**config.mk**
```make
export PLATFORM = sky130hd
export DESIGN_NAME = axi_cdc_src_chan
export DESIGN_NICKNAME = d
export VERILOG_FILES = /design/src/rtl/cdc_gray_pkg.sv /design/src/rtl/cdc_sync_stage.sv /design/src/rtl/axi_cdc_src_chan.sv
export SDC_FILE = /design/constraint.sdc
export NUM_CORES = 1
export LEC_CHECK = 0
export ABC_AREA = 1
export CAP_MARGIN = 0
export CORE_AREA = 8 8 45 47
export DETAILED_ROUTE_END_ITERATION = 8
export DIE_AREA = 0 0 53 55
export PLACE_DENSITY = 0.56
export SETUP_SLACK_MARGIN = 0.2
export SYNTH_ARGS = -nofsm -noshare
export SYNTH_HDL_FRONTEND = slang
export SYNTH_SLANG_ARGS = --single-unit
```
**constraint.sdc**
```tcl
create_clock -name src_clk_i -period 1.5 [get_ports src_clk_i]
set_input_delay 0.3 -clock src_clk_i [delete_from_list [all_inputs] [get_ports src_clk_i]]
set_output_delay 0.3 -clock src_clk_i [all_outputs]
set_load 0.01 [all_outputs]
```
**src/rtl/cdc_gray_pkg.sv**
```systemverilog
`default_nettype none
// ============================================================================
// Module      : cdc_gray_pkg
// Description : Gray/binary pointer conversion shared by both FIFO halves.
// Revision    : 1.0 - initial release
// ============================================================================
package cdc_gray_pkg;

    localparam int c_ptr_max_w = 32;

    // Callers zero-extend narrower pointers into this word and cast the result back
    typedef logic [c_ptr_max_w-1:0] ptr_word_t;

    function automatic ptr_word_t bin2gray(input ptr_word_t bin);
        return bin ^ (bin >> 1);
    endfunction

    function automatic ptr_word_t gray2bin(input ptr_word_t gray);
        ptr_word_t bin;
        bin[c_ptr_max_w-1] = gray[c_ptr_max_w-1];
        for (int i = c_ptr_max_w - 2; i >= 0; i--) begin
            bin[i] = bin[i+1] ^ gray[i];
        end
        return bin;
    endfunction

endpackage
`default_nettype wire

```
**src/rtl/cdc_sync_stage.sv**
```systemverilog
`default_nettype none
// ============================================================================
// Module      : cdc_sync_stage
// Description : Multi-flop synchronizer chain for an asynchronous bus.
// Revision    : 1.0 - initial release
// ============================================================================
module cdc_sync_stage #(
    parameter int WIDTH  = 1,
    parameter int STAGES = 2
) (
    input  logic             clk,
    input  logic             rst,
    input  logic [WIDTH-1:0] i_data,
    output logic [WIDTH-1:0] o_data
);

    if (STAGES < 1) begin : g_check_stages
        $error("cdc_sync_stage: STAGES must be at least 1");
    end

    logic [WIDTH-1:0] r_stage [STAGES];

    always_ff @(posedge clk) begin
        if (rst) begin
            for (int i = 0; i < STAGES; i++) begin
                r_stage[i] <= '0;
            end
        end else begin
            r_stage[0] <= i_data;
            for (int i = 1; i < STAGES; i++) begin
                r_stage[i] <= r_stage[i-1];
            end
        end
    end

    assign o_data = r_stage[STAGES-1];

endmodule
`default_nettype wire

```
**src/rtl/axi_cdc_src_chan.sv**
```systemverilog
`default_nettype none
// ============================================================================
// Module      : axi_cdc_src_chan
// Description : Source (write) half of a gray-pointer CDC FIFO channel.
// Revision    : 1.0 - initial release
// ============================================================================
module axi_cdc_src_chan
    import cdc_gray_pkg::*;
#(
    parameter int  LogDepth   = 1,
    parameter int  SyncStages = 2,
    parameter type T          = logic
) (
    input  logic              src_clk_i,
    input  logic              src_rst_i,
    input  T                  src_data_i,
    input  logic              src_valid_i,
    output logic              src_ready_o,
    output logic [LogDepth:0] src_fill_o,
    output T                  async_data_o [2**LogDepth],
    output logic [LogDepth:0] async_wptr_o,
    input  logic [LogDepth:0] async_rptr_i
);

    localparam int c_ptr_w = LogDepth + 1;
    localparam int c_depth = 2**LogDepth;
    localparam logic [LogDepth:0] c_full_level = {1'b1, {LogDepth{1'b0}}};
    localparam logic [LogDepth:0] c_ptr_one    = {{LogDepth{1'b0}}, 1'b1};

    if (LogDepth < 1) begin : g_check_depth
        $error("axi_cdc_src_chan: LogDepth must be at least 1");
    end
    if (c_ptr_w > c_ptr_max_w) begin : g_check_ptr_width
        $error("axi_cdc_src_chan: LogDepth too large for pointer helpers");
    end
    if (SyncStages < 2) begin : g_check_sync
        $error("axi_cdc_src_chan: SyncStages must be at least 2");
    end

    logic [LogDepth:0] r_wptr_bin;
    logic [LogDepth:0] r_wptr_gray;
    logic [LogDepth:0] w_wptr_next;
    logic [LogDepth:0] w_wptr_next_gray;
    logic [LogDepth:0] w_rptr_sync;
    logic [LogDepth:0] w_rptr_bin;
    logic [LogDepth:0] w_fill;
    logic              w_full;
    logic              w_ready;
    logic              w_push;
    T                  r_data [c_depth];

    cdc_sync_stage #(
        .WIDTH  (c_ptr_w),
        .STAGES (SyncStages)
    ) u_rptr_sync (
        .clk    (src_clk_i),
        .rst    (src_rst_i),
        .i_data (async_rptr_i),
        .o_data (w_rptr_sync)
    );

    assign w_rptr_bin       = c_ptr_w'(gray2bin(ptr_word_t'(w_rptr_sync)));
    assign w_wptr_next      = r_wptr_bin + c_ptr_one;
    assign w_wptr_next_gray = c_ptr_w'(bin2gray(ptr_word_t'(w_wptr_next)));

    // Modular subtraction keeps the level correct across pointer wrap
    assign w_fill  = r_wptr_bin - w_rptr_bin;
    assign w_full  = (w_fill == c_full_level);
    assign w_ready = !w_full && !src_rst_i;
    assign w_push  = src_valid_i && w_ready;

    always_ff @(posedge src_clk_i) begin
        if (src_rst_i) begin
            r_wptr_bin  <= '0;
            r_wptr_gray <= '0;
            for (int i = 0; i < c_depth; i++) begin
                r_data[i] <= '0;
            end
        end else if (w_push) begin
            // Slot and gray pointer move together so the reader never sees a pointer ahead of its data
            r_data[r_wptr_bin[LogDepth-1:0]] <= src_data_i;
            r_wptr_bin  <= w_wptr_next;
            r_wptr_gray <= w_wptr_next_gray;
        end
    end

    assign src_ready_o  = w_ready;
    assign src_fill_o   = w_fill;
    assign async_wptr_o = r_wptr_gray;
    assign async_data_o = r_data;

endmodule
`default_nettype wire

```
Word level (Yosys, flattened, before mapping)

Memories as Yosys holds them, arrays and structs flattened.
Index checks and enable logic that the tools add are counted.

Bits in read-only memories: 0
Memories: 1
Bits in registers: 6
Bits in writable memories: 4
Output and inout bits: 7
Bits in latches: 0
Bits of input ports: 6
Logic and storage cells: 28

Shift-type cells: 0
Mux-type cells: 8
$mul: 0
Div/mod/pow operators: 0
Equality and inequality tests: 1
Reduce and logical (&&, ||, !) cells: 5
Bitwise gates (word level): 5
$lt $le $gt $ge: 2
Add/subtract/negate cells: 2

Memory list:

| name                | words | width | read ports | clocked after Yosys merged registers in | write ports | RTL line             | RTL |
|---|---|---|---|---|---|---|---|
| u_rptr_sync.r_stage | 2     | 2     | 2          | 0                                       | 2           | cdc_sync_stage.sv:21 | `logic [WIDTH-1:0] r_stage [STAGES];` |

Operator list:

| operator                                                                     | count |
|---|---|
| 1-bit two-way mux                                                            | 4 |
| 2-bit two-way mux                                                            | 2 |
| 1-bit logical AND                                                            | 3 |
| 2-bit by 1-bit adder with 2-bit output, second input constant                | 1 |
| 2-bit bitwise mux                                                            | 1 |
| 2-bit == test, second input constant                                         | 1 |
| 2-bit greater-or-equal comparator, second input constant                     | 1 |
| 1-bit logical NOT                                                            | 2 |
| 2-bit by 1-bit less-than comparator with 1-bit output, second input constant | 1 |
| 1-bit inverter with 2-bit output                                             | 1 |
| 1-bit OR                                                                     | 2 |
| 2-bit subtractor                                                             | 1 |
| 2-bit by 1-bit XOR with 2-bit output                                         | 1 |
| 1-bit demux with 1-bit select                                                | 1 |
| 1-bit XOR                                                                    | 1 |

Longest topological paths before layout

Gate-level depths: netlist of the first run.

Word-level depth: 6
Mapped depth: 7
Depth with buffers taken out: 7

Cells and area by module

From an unflattened synthesis of the first run, not the netlist that was laid out.

Cell total of the unflattened synthesis: 56
Area, all modules: 417.9 um^2

Modules (own cells, without submodules):

| module           | instances | area an instance (um^2) | cells each |
|---|---|---|---|
| axi_cdc_src_chan | 1         | 292.8                   | 42 |
| cdc_sync_stage   | 1         | 125.1                   | 14 |

Least setup slack after synthesis of the first run

Ideal clock, no wire load.

Path kind: reg2out
From: memory u_rptr_sync.r_stage[0][3] in the netlist's numbering
To: output src_ready_o
Cell stages (with the launch flop): 6
Arrival time: 1016 ps
Buffers on the path: 0
Slack: 184 ps
Cells stage by stage: dfxtp_1 xor2_1 ha_1 nand3_4 nand2_2 inv_2

RTL lines:

| element         | RTL line               | RTL |
|---|---|---|
| start, declared | cdc_sync_stage.sv:21   |  |
| end, declared   | axi_cdc_src_chan.sv:18 | `output logic src_ready_o,` |

==> metrics, run 1 <==
number of warnings reported in the yosys synthesis log=0; cell area after placement=about 640 um^2; violations in the final reports=negative setup slack; Async S/R FF share, synth=0%; worst slew margin relative to its limit=approximately 80%; via total after detailed routing=410; leakage power figure=about 0.00035 uW; Clock Skew=about 0.0038 ns; M1 WL=between 400 and 500 um; relative contribution of combinational cells to total power=between 20 and 30%; post-layout instance area=roughly 720 um^2; critical path data required time=between 1 and 1.5 ns; number of CTS-inserted buffers=3; power density cells=about 840 nW/um^2; number of standard-cell rows in the floorplan=14; category of the critical setup timing path=register to output port; Layout Utilization=roughly half; met2 wirelength from detailed routing=around 430 um; area inside the core boundary=~1400 um^2; pin count of the biggest net entering global routing=8; average size of a mapped cell=8.01 um^2; Overall Global Routing Usage=8.16%; total grt overflow=0; Syn-to-layout area delta=62.5%; sequential cell fraction of total power=between 40% and 50%; post-synthesis instance area=roughly 440 um^2; reg2reg path depth=10; Sw Pwr=between 150 and 200 uW; WHS Endpoint=u_rptr_sync.r_stage[0][3]$_SDFF_PP0_; synthesized flop and latch total=9; Longest Clk Path Bufs=2; area of the die=just under 3000 um^2; Sum Neg Setup Slack=-0.429 ns; share of total power consumed by net switching=26.9%; Max-cap violations=0; count of unresolved DRC violations after routing=0; Worst Setup End Kind=output port; period utilization=110%; slowest stage delay, CP=~0.33 ns; setup violators final=6; total length of routed met3 wires=58 um; worst hold path depth=2; final critical-path setup slack=-0.148 ns; vias in the first global route=422; count of fill cells added during filler insertion=around 130; post-synthesis sequential area ratio=approximately 40%; setup repair after global routing missed its margin=true; Final Routed Wirelength=between 900 and 1000 um; proportion of layout cells with a drive suffix above 1=a little over two fifths; worst reg2reg startpoint=u_rptr_sync.r_stage[0][3]$_SDFF_PP0_; number of different library cells in the post-synthesis netlist=18; outcome=complete, but fails checks; number of DRC violations after detailed-routing iteration 0=3; Detailed Place HPWL=720 um; number of routed nets with antenna violations=0; Horiz. Die Dim=between 50 and 60 um; launching element type of the critical path=register; ordered list of cells on the worst path=xor2_1 > ha_1 > nand3_4 > nand2_2 > inv_2 > buf_6; IR drop worst, VDD=between 0.4 and 0.5 mV; Avg Vias per Cell=about 4.2; last weighted congestion value of the routability-driven placer=between 0.7 and 0.8; worst-case register-to-register setup slack=-0.08 ns; clock transition at the registers of the reported paths=about 0.06 ns; number of hold violations in the final report=0; time the final worst path needs with I/O delays and setup=approximately 1.6 ns; dominant register cell in the synthesized netlist=dfxtp_1; routed wire length per instance=between 9 and 10 um; Largest delay share family, worst path=adder cells; number of I/O pins=13; WHS=0.403 ns; slowest library cell on the worst path=ha_1; uppermost routed layer=met4; number of buffer cells added on primary ports=12; later-pin clock latency in the skew report=roughly 0.26 ns; final slew viol count=0; starting density of the core=a little under a third; height of the chip=55 um; global-route wire length before repair=1690 um; cells after synthesis=between 50 and 60; number of antenna violations at the first check in global routing=0; H-tree levels=1; Cell Int Power=around 440 uW; net count of the finished layout=90; 1st-pass router iterations=3; CTS tree=done; number of flops mapped to enable cells by yosys=0; Critical Path AT=1.35 ns; Max Clock Freq=between 600 and 700 MHz; Clk network pwr share=31.1%; critical-path maximum fanout=2; path class of the lowest-slack min-delay path=register to register; master cell of the clock root buffer=clkbuf_4; buffers and inverters on the worst path=2; number of clock sinks seen by CTS=9; hold_sp=u_rptr_sync.r_stage[0][1]$_SDFF_PP0_; syn_nets=62; antenna cells=0; slew at the pin closest to its max-slew limit=0.296 ns; Critical R2R Capture=async_data_o[0]$_SDFFE_PP0P_
## per-stage QoR
| step | std cells | worst slack, ns | power [uW] |
|---|---|---|---|
| after floorplan | 55 | 0.199 | 331 |
| after global placement | 90 | -0.270 | 402 |
| after detailed placement | 90 | -0.286 | 403 |
| after CTS | 97 | -0.148 | 602 |
| after global routing | 98 | -0.201 | 637 |
| final | 98 | -0.148 | 599 |
## timing repair
item | in CTS | in global routing
endpoints found under the setup margin | 12 | 8
gates resized for setup | 25 | 1
hold buffers | 0 | 0
pin swaps | 9 | 3
setup buffers | 3 | 1
## worst register-to-register path, stage by stage, from the launching register on
cell     delay (ns)
dfxtp_2        0.32
xor2_1         0.14
ha_1           0.33
nand3_4        0.09
buf_6          0.12
buf_6          0.10
buf_6          0.12
nand4_1        0.09
nand2_1        0.07
nand2_1        0.06
nor2_1         0.04
## power groups by stage
stage	clock network (uW)	logic (uW)	registers (uW)
after floorplan	0	64.4	267
after global placement	0	139	263
after detailed placement	0	140	263
after CTS	195	149	258
after global routing	208	169	260
final	187	154	258
## logic make-up (layout without fill, tap and decap cells)
logic type,count (synthesis),in the layout,synth area share [%]
and+or+nand+nor,25,25,31.3
AOI/OAI and AO/OA,3,3,5.97
DFF,9,9,40.9
xor gates and xnor gates,3,3,5.97
adders and majority gates,1,1,2.84
buffers and inverters,14,41,13.1
## how the worst max path moves through the flow
| stage | endpoint | slack [ns] | depth (start not counted) | start |
|---|---|---|---|---|
| CTS | src_ready_o | -0.15 | 6 | u_rptr_sync.r_stage[0][3]$_SDFF_PP0_ |
| detailed placement | src_ready_o | -0.29 | 6 | u_rptr_sync.r_stage[0][3]$_SDFF_PP0_ |
| global placement | src_ready_o | -0.27 | 6 | u_rptr_sync.r_stage[0][2]$_SDFF_PP0_ |
| global route | src_ready_o | -0.20 | 6 | u_rptr_sync.r_stage[0][3]$_SDFF_PP0_ |
| finish | src_ready_o | -0.15 | 6 | u_rptr_sync.r_stage[0][3]$_SDFF_PP0_ |
| floorplan | src_ready_o | 0.20 | 5 | u_rptr_sync.r_stage[0][3]$_SDFF_PP0_ |
## routing by layer
metal  global-route usage (%)  vias to the layer above
li1                         -                      216
met1                     8.41                      180
met2                     12.3                       10
met3                     1.87                        4
met4                     10.3                        0
met5                        0                        -
## registers in the layout (all words and copies together) (netlist names)
signal and cells:
u_rptr_sync.r_stage 4, async_data_o 2, r_wptr_bin 2, async_wptr_o 1
## cells in the mapped netlist (2+ instances only)
library cell / number / area (um^2)
a21oi_2: 3 / 26.3
inv_2: 2 / 7.51
inv_1: 10 / 37.5
xor2_1: 2 / 17.5
nand2_1: 8 / 30.0
nand2_2: 3 / 18.8
nand3_1: 2 / 10.0
nor2_1: 7 / 26.3
dfxtp_1: 9 / 180
## placed cells by master, fill, tap and decap left out, drive strengths merged
| cell | instances |
|---|---|
| clkbuf | 4 |
| dfxtp | 9 |
| inv | 12 |
| nand4 | 2 |
| clkdlybuf4s50 | 5 |
| a21oi | 3 |
| nor2 | 8 |
| xnor2 | 1 |
| ha | 1 |
| dlygate4sd2 | 4 |
| nand3 | 4 |
| xor2 | 2 |
| nand2 | 11 |
| buf | 16 |
## area by class of cell
class                           instances  area, um^2  area share [%]
Clock buffer                            4        26.3            3.67
Inverter                               12        45.0            6.29
Multi-Input combinational cell         32         226            31.6
Sequential cell                         9         183            25.5
Tap cell                               16        20.0            2.80
Timing Repair Buffer                   25         215            30.1
No activity file was read; power rests on OpenSTA's default activity.
==> inputs of run 2 (changes only) <==
--- a/config.mk
+++ b/config.mk
@@ -9,8 +9,9 @@
 export CAP_MARGIN = 0
 export CORE_AREA = 8 8 45 47
+export CTS_BUF_LIST = sky130_fd_sc_hd__clkbuf_8
 export DETAILED_ROUTE_END_ITERATION = 8
 export DIE_AREA = 0 0 53 55
 export PLACE_DENSITY = 0.56
-export SETUP_SLACK_MARGIN = 0.2
+export SETUP_SLACK_MARGIN = 0.3
 export SYNTH_ARGS = -nofsm -noshare
 export SYNTH_HDL_FRONTEND = slang
==> constraint.sdc (replaced) <==
create_clock -name src_clk_i -period 1.5 [get_ports src_clk_i]
set_input_delay 0.225 -clock src_clk_i [delete_from_list [all_inputs] [get_ports src_clk_i]]
set_output_delay 0.225 -clock src_clk_i [all_outputs]
set_load 0.01 [all_outputs]
==> run 2 against run 1 <==
The flow still finishes with violations (negative setup slack). Via count is 0.49% lower. Combinational power is 3% higher. Sequential power hardly changed. Global-route usage is 0.71 points lower. Largest power group is now clock.
==> metrics, run 2 (same netlist as run 1, synthesis figures left out) <==
Syn-to-layout area delta=68.8%; vias in the first global route=a little over 400; number of antenna violations at the first check in global routing=0; final slew viol count=0; reg2reg path depth=9; pin count of the biggest net entering global routing=8; number of DRC violations after detailed-routing iteration 0=2; routed wire length per instance=9.61 um; register bank with the most flops=u_rptr_sync.r_stage; power density cells=slightly above 900 nW/um^2; Detailed Place HPWL=approximately 710 um; worst slew margin relative to its limit=between 70% and 80%; number of clock sinks seen by CTS=9; net count of the finished layout=89; launching element type of the critical path=register; WHS=~0.39 ns; violations in the final reports=negative setup slack; path class of the lowest-slack min-delay path=register to register; height of the chip=about 55 um; worst-case register-to-register setup slack=~0.010 ns; clock transition at the registers of the reported paths=0.04 ns; count of unresolved DRC violations after routing=0; Avg Vias per Cell=~4.2; number of standard-cell rows in the floorplan=14; area inside the core boundary=about 1400 um^2; critical path data required time=between 1 and 1.5 ns; met2 wirelength from detailed routing=438 um; critical-path maximum fanout=2; number of I/O pins=13; # hold bufs at CTS=0; Longest Clk Path Bufs=2; worst hold path depth=2; Worst Setup End Kind=output port; worst-case setup slack after placement=-0.233 ns; Horiz. Die Dim=roughly 53 um; area of the die=about 2900 um^2; number of CTS-inserted buffers=3; number of hold violations in the final report=0; last weighted congestion value of the routability-driven placer=about 0.70; Layout Utilization=a little over half; setup repair after global routing missed its margin=true; proportion of layout cells with a drive suffix above 1=a little over 50%; CTS tree=done; Max-cap violations=0; H-tree levels=1; total length of routed met3 wires=42 um; Overall Global Routing Usage=between 7 and 8%; later-pin clock latency in the skew report=0.23 ns; global-route wire length before repair=1610 um; most used cells in the layout excluding fill and tap cells=buf_4, inv_1, nand2_2, nor2_1, dfxtp_1; setup violators final=2; antenna cells=0; M1 WL=~420 um; total grt overflow=0; Critical Path AT=1.31 ns; outcome=complete, but fails checks; 1st-pass router iterations=3; max FFs per register=4; time the final worst path needs with I/O delays and setup=about 1.5 ns; slew at the pin closest to its max-slew limit=around 0.36 ns; IR drop worst, VDD=about 0.45 mV; Final Routed Wirelength=slightly above 900 um; Clock Skew=slightly above 0.002 ns; Max Clock Freq=650 MHz; master cell of the clock root buffer=clkbuf_8; category of the critical setup timing path=register to output port; period utilization=103%; starting density of the core=31.8%; number of routed nets with antenna violations=0; number of buffer cells added on primary ports=12; leakage power figure=around 0.00036 uW; uppermost routed layer=met4; final critical-path setup slack=-0.0378 ns; most common library cell in the layout ignoring fill and taps=buf_4; via total after detailed routing=408
run 2: changes by cell type in the layout (fill, tap and decap cells not counted), sizes merged:
cell           before  now
buf                16   15
clkdlybuf4s15       0    1
inv                12   13
dlygate4sd2         4    3
clkbuf              4    3
run 2: area by class of cell:
type,instances,area (um^2)
multi-input cells,32,241
clock inverters,1,3.75
repair buffers,24,208
flip-flops and latches,9,184
inverters,12,45.0
well taps,16,20.0
clock buffers,3,41.3
fillers,128,641
run 2: what timing repair did:
action | CTS | global route
pin swaps | 3 | 7
buffers inserted | 2 | 0
gates resized for setup | 25 | 3
endpoints found under the setup margin | 12 | 9
run 2: metal layers:
layer	global-route usage, %	vias up
li1	-	216
met1	8.10	179
met2	11.7	9
met3	1.34	4
met4	7.76	0
met5	0	-
run 2: worst max-delay path, stage by stage (launching register included):
cell     delay, ns
dfxtp_2       0.31
xor2_1        0.16
ha_2          0.34
nand3_4       0.07
nand2_2       0.06
inv_2         0.04
buf_6         0.11
run 2: through the flow:
step | total power, uW | cell area [um^2] | setup TNS (ns) | std cells
after floorplan | 337 | 463 | 0 | 55
after global placement | 411 | 666 | -0.426 | 91
after detailed placement | 412 | 666 | -0.452 | 91
after CTS | 695 | 738 | -0.0787 | 97
after global routing | 725 | 743 | -0.366 | 97
final | 687 | 743 | -0.0633 | 97
run 2: worst paths after layout:
path | endpoint | start
worst max-delay path | src_ready_o | u_rptr_sync.r_stage[0][2]$_SDFF_PP0_
worst min-delay path | u_rptr_sync.r_stage[0][2]$_SDFF_PP0_ | u_rptr_sync.r_stage[0][0]$_SDFF_PP0_
worst max register to register | async_data_o[0]$_SDFFE_PP0P_ | u_rptr_sync.r_stage[0][2]$_SDFF_PP0_
worst min register to register | u_rptr_sync.r_stage[0][2]$_SDFF_PP0_ | u_rptr_sync.r_stage[0][0]$_SDFF_PP0_
run 2: report_power, final:
group	switching, uW	internal [uW]	leakage, uW
clock	91.7	178	0.0000269
sequential	5.84	254	0.0000753
combinational	73.6	84.6	0.000254
total	171	516	0.000356
==> RTL change: new RTL, flow settings as in run 1 <==
Reset style: asynchronous (`rst` and `src_rst_i`), changed in 2 clocked blocks.
--- a/src/rtl/cdc_sync_stage.sv
+++ b/src/rtl/cdc_sync_stage.sv
@@ -21,5 +21,5 @@
     logic [WIDTH-1:0] r_stage [STAGES];
 
-    always_ff @(posedge clk) begin
+    always_ff @(posedge clk or posedge rst) begin
         if (rst) begin
             for (int i = 0; i < STAGES; i++) begin
--- a/src/rtl/axi_cdc_src_chan.sv
+++ b/src/rtl/axi_cdc_src_chan.sv
@@ -70,5 +70,5 @@
     assign w_push  = src_valid_i && w_ready;
 
-    always_ff @(posedge src_clk_i) begin
+    always_ff @(posedge src_clk_i or posedge src_rst_i) begin
         if (src_rst_i) begin
             r_wptr_bin  <= '0;
Formal check against the unedited RTL: differs if src_rst_i is asserted again (counterexample within 4 cycles, from zero or initial values and one cycle with src_rst_i high); with src_rst_i held inactive, the same outputs for 10 cycles.
==> RTL change against run 1 <==
  * The run still ends with setup timing left
  * First-iteration DRC count unchanged
  * Highest routed layer is now met3
  * Sequential cell count unchanged
  * Largest cell class is now buffers
  * Register-to-register slack worse by 0.06 ns
  * Critical path type unchanged
  * Via count down 14%
  * Fmax down 3.0%
  * Design area down 1.7%
  * Wire length down 8.4%
  * Setup slack worse by 0.052 ns
  * Synthesized area down 6.2%
  * Non-clock buffer count unchanged
Power is not compared: it rests on default switching activity, and its combinational part moved more than twofold at a synthesized area within 25%.
==> RTL change: results (changes against run 1) <==
- Post-synthesis sequential area ratio: 0.5455 (+0.1364)
- Max layer used: met3
- First-pass GRT wire length: 1.504 mm (-11%)
- Placed Area: 608.1 um^2 (-4.5%)
- Slew @ Worst Pin: 0.1725 ns (-0.1234 ns)
- Synth unique cells: 14 (-4)
- Post-Layout Cell Count: 86 (-12%)
- Overall routing resource usage: 0.07009 (-0.01151)
- Status: finished with violations
- Syn nets: 49 (-21%)
- Gates resized, CTS repair: 31 (+24%)
- Ys async rst share: 1.000 (+1.000)
- Final hold slack: 0.3517 ns (-0.05145 ns)
- Flop2flop setup slack: -0.14 ns (-0.06 ns)
- Critical path's top delay family: flip-flops
- Critical R2R Capture: async_data_o[1]$_DFFE_PP0P_
- Via density: 4.116 (-1.6%)
- Synth Area per Inst: 9.831 um^2 (+23%)
- Setup ws final: -0.1996 ns (-0.05151 ns)
- # Post-CTS Setup Buffers: 4 (+1)
- Post-place setup slack: -0.3458 ns (-0.05987 ns)
- Post-Place Cells: 77 (-14%)
- Metal2 WL: 472 um (+9.0%)
- WL met3: 40 um (-31%)
- Largest net degree at the start of global routing: 13 (+5)
- Crit path DAT: 1.40 ns (+0.05 ns)
- Worst Clk Skew: 0.002728 ns (-0.001060 ns)
- CP startpoint: u_rptr_sync.o_data[1]$_DFF_PP0_
- Post-synth top area share: 0.5455 (+0.1364)
- Finish-stage setup viols: 8 (+2)
- Placed wire-length estimate: 627.8 um (-13%)
- Pre-Repair DR Iteration Count: 2 (-1)
- GR Util met3: 0.01872 (unchanged)
- # nets final: 78 (-13%)
- Wire length on met1: 364 um (-14%)
- Violated checks: setup timing
- Final setup TNS: -0.9464 ns (-0.5175 ns)
- Worst path max stage delay: 0.38 ns (+0.05 ns)
- Total Routed Length: 876 um (-8.4%)
- Vias in the first global route: 377 (-11%)
- Placer congestion estimate: 0.7366 (+4.0%)
- Synth area leaders: dfrtp_1 55%, nand2_1 13%, nand3_4 8.5%
- Ys flop type: dfrtp_1
[RTL change: cell count changes after synthesis, moves of 2 or more]
cell | before | now
dfrtp_1 | 0 | 9
dfxtp_1 | 9 | 0
inv_1 | 10 | 4
nand2_1 | 8 | 14
nor2_1 | 7 | 1
a21oi_2 | 3 | 0
nand3_1 | 2 | 0
[RTL change: cell type report]
type	instances	area, um^2
clock buffer	3	22.52
clock inverter	1	5.005
fill	138	680.7
inverter	6	25.02
multi-input combinational	26	177.7
sequential	9	225.2
tap	16	20.02
timing repair buffer	25	227.7
[RTL change: worst min path at each step]
stage                                            to                        startpoint  depth (start not counted)
global route        u_rptr_sync.o_data[1]$_DFF_PP0_  u_rptr_sync.r_stage[3]$_DFF_PP0_                          0
finish              u_rptr_sync.o_data[1]$_DFF_PP0_  u_rptr_sync.r_stage[3]$_DFF_PP0_                          0
floorplan               async_data_o[0]$_DFFE_PP0P_                         src_rst_i                          1
detailed placement  u_rptr_sync.o_data[1]$_DFF_PP0_  u_rptr_sync.r_stage[3]$_DFF_PP0_                          0
CTS                 u_rptr_sync.o_data[1]$_DFF_PP0_  u_rptr_sync.r_stage[3]$_DFF_PP0_                          0
global placement    u_rptr_sync.o_data[0]$_DFF_PP0_  u_rptr_sync.r_stage[2]$_DFF_PP0_                          0
[RTL change: cells by family after synthesis]
| kind of cell | synth area share |
|---|---|
| and+or+nand+nor | 0.2970 |
| DFF | 0.5455 |
| buffers and inverters | 0.07273 |
| xor gates and xnor gates | 0.04243 |
| AOI/OAI and AO/OA | 0.01211 |
| adders and majority gates | 0.03030 |
[RTL change: power by group through the flow]
stage | clock network, uW | logic [uW] | registers (uW)
floorplan | 0 | 273 | 385
global placement | 0 | 631 | 361
detailed placement | 0 | 629 | 366
global route | 214 | 807 | 364
CTS | 199 | 707 | 354
finish | 186 | 742 | 355
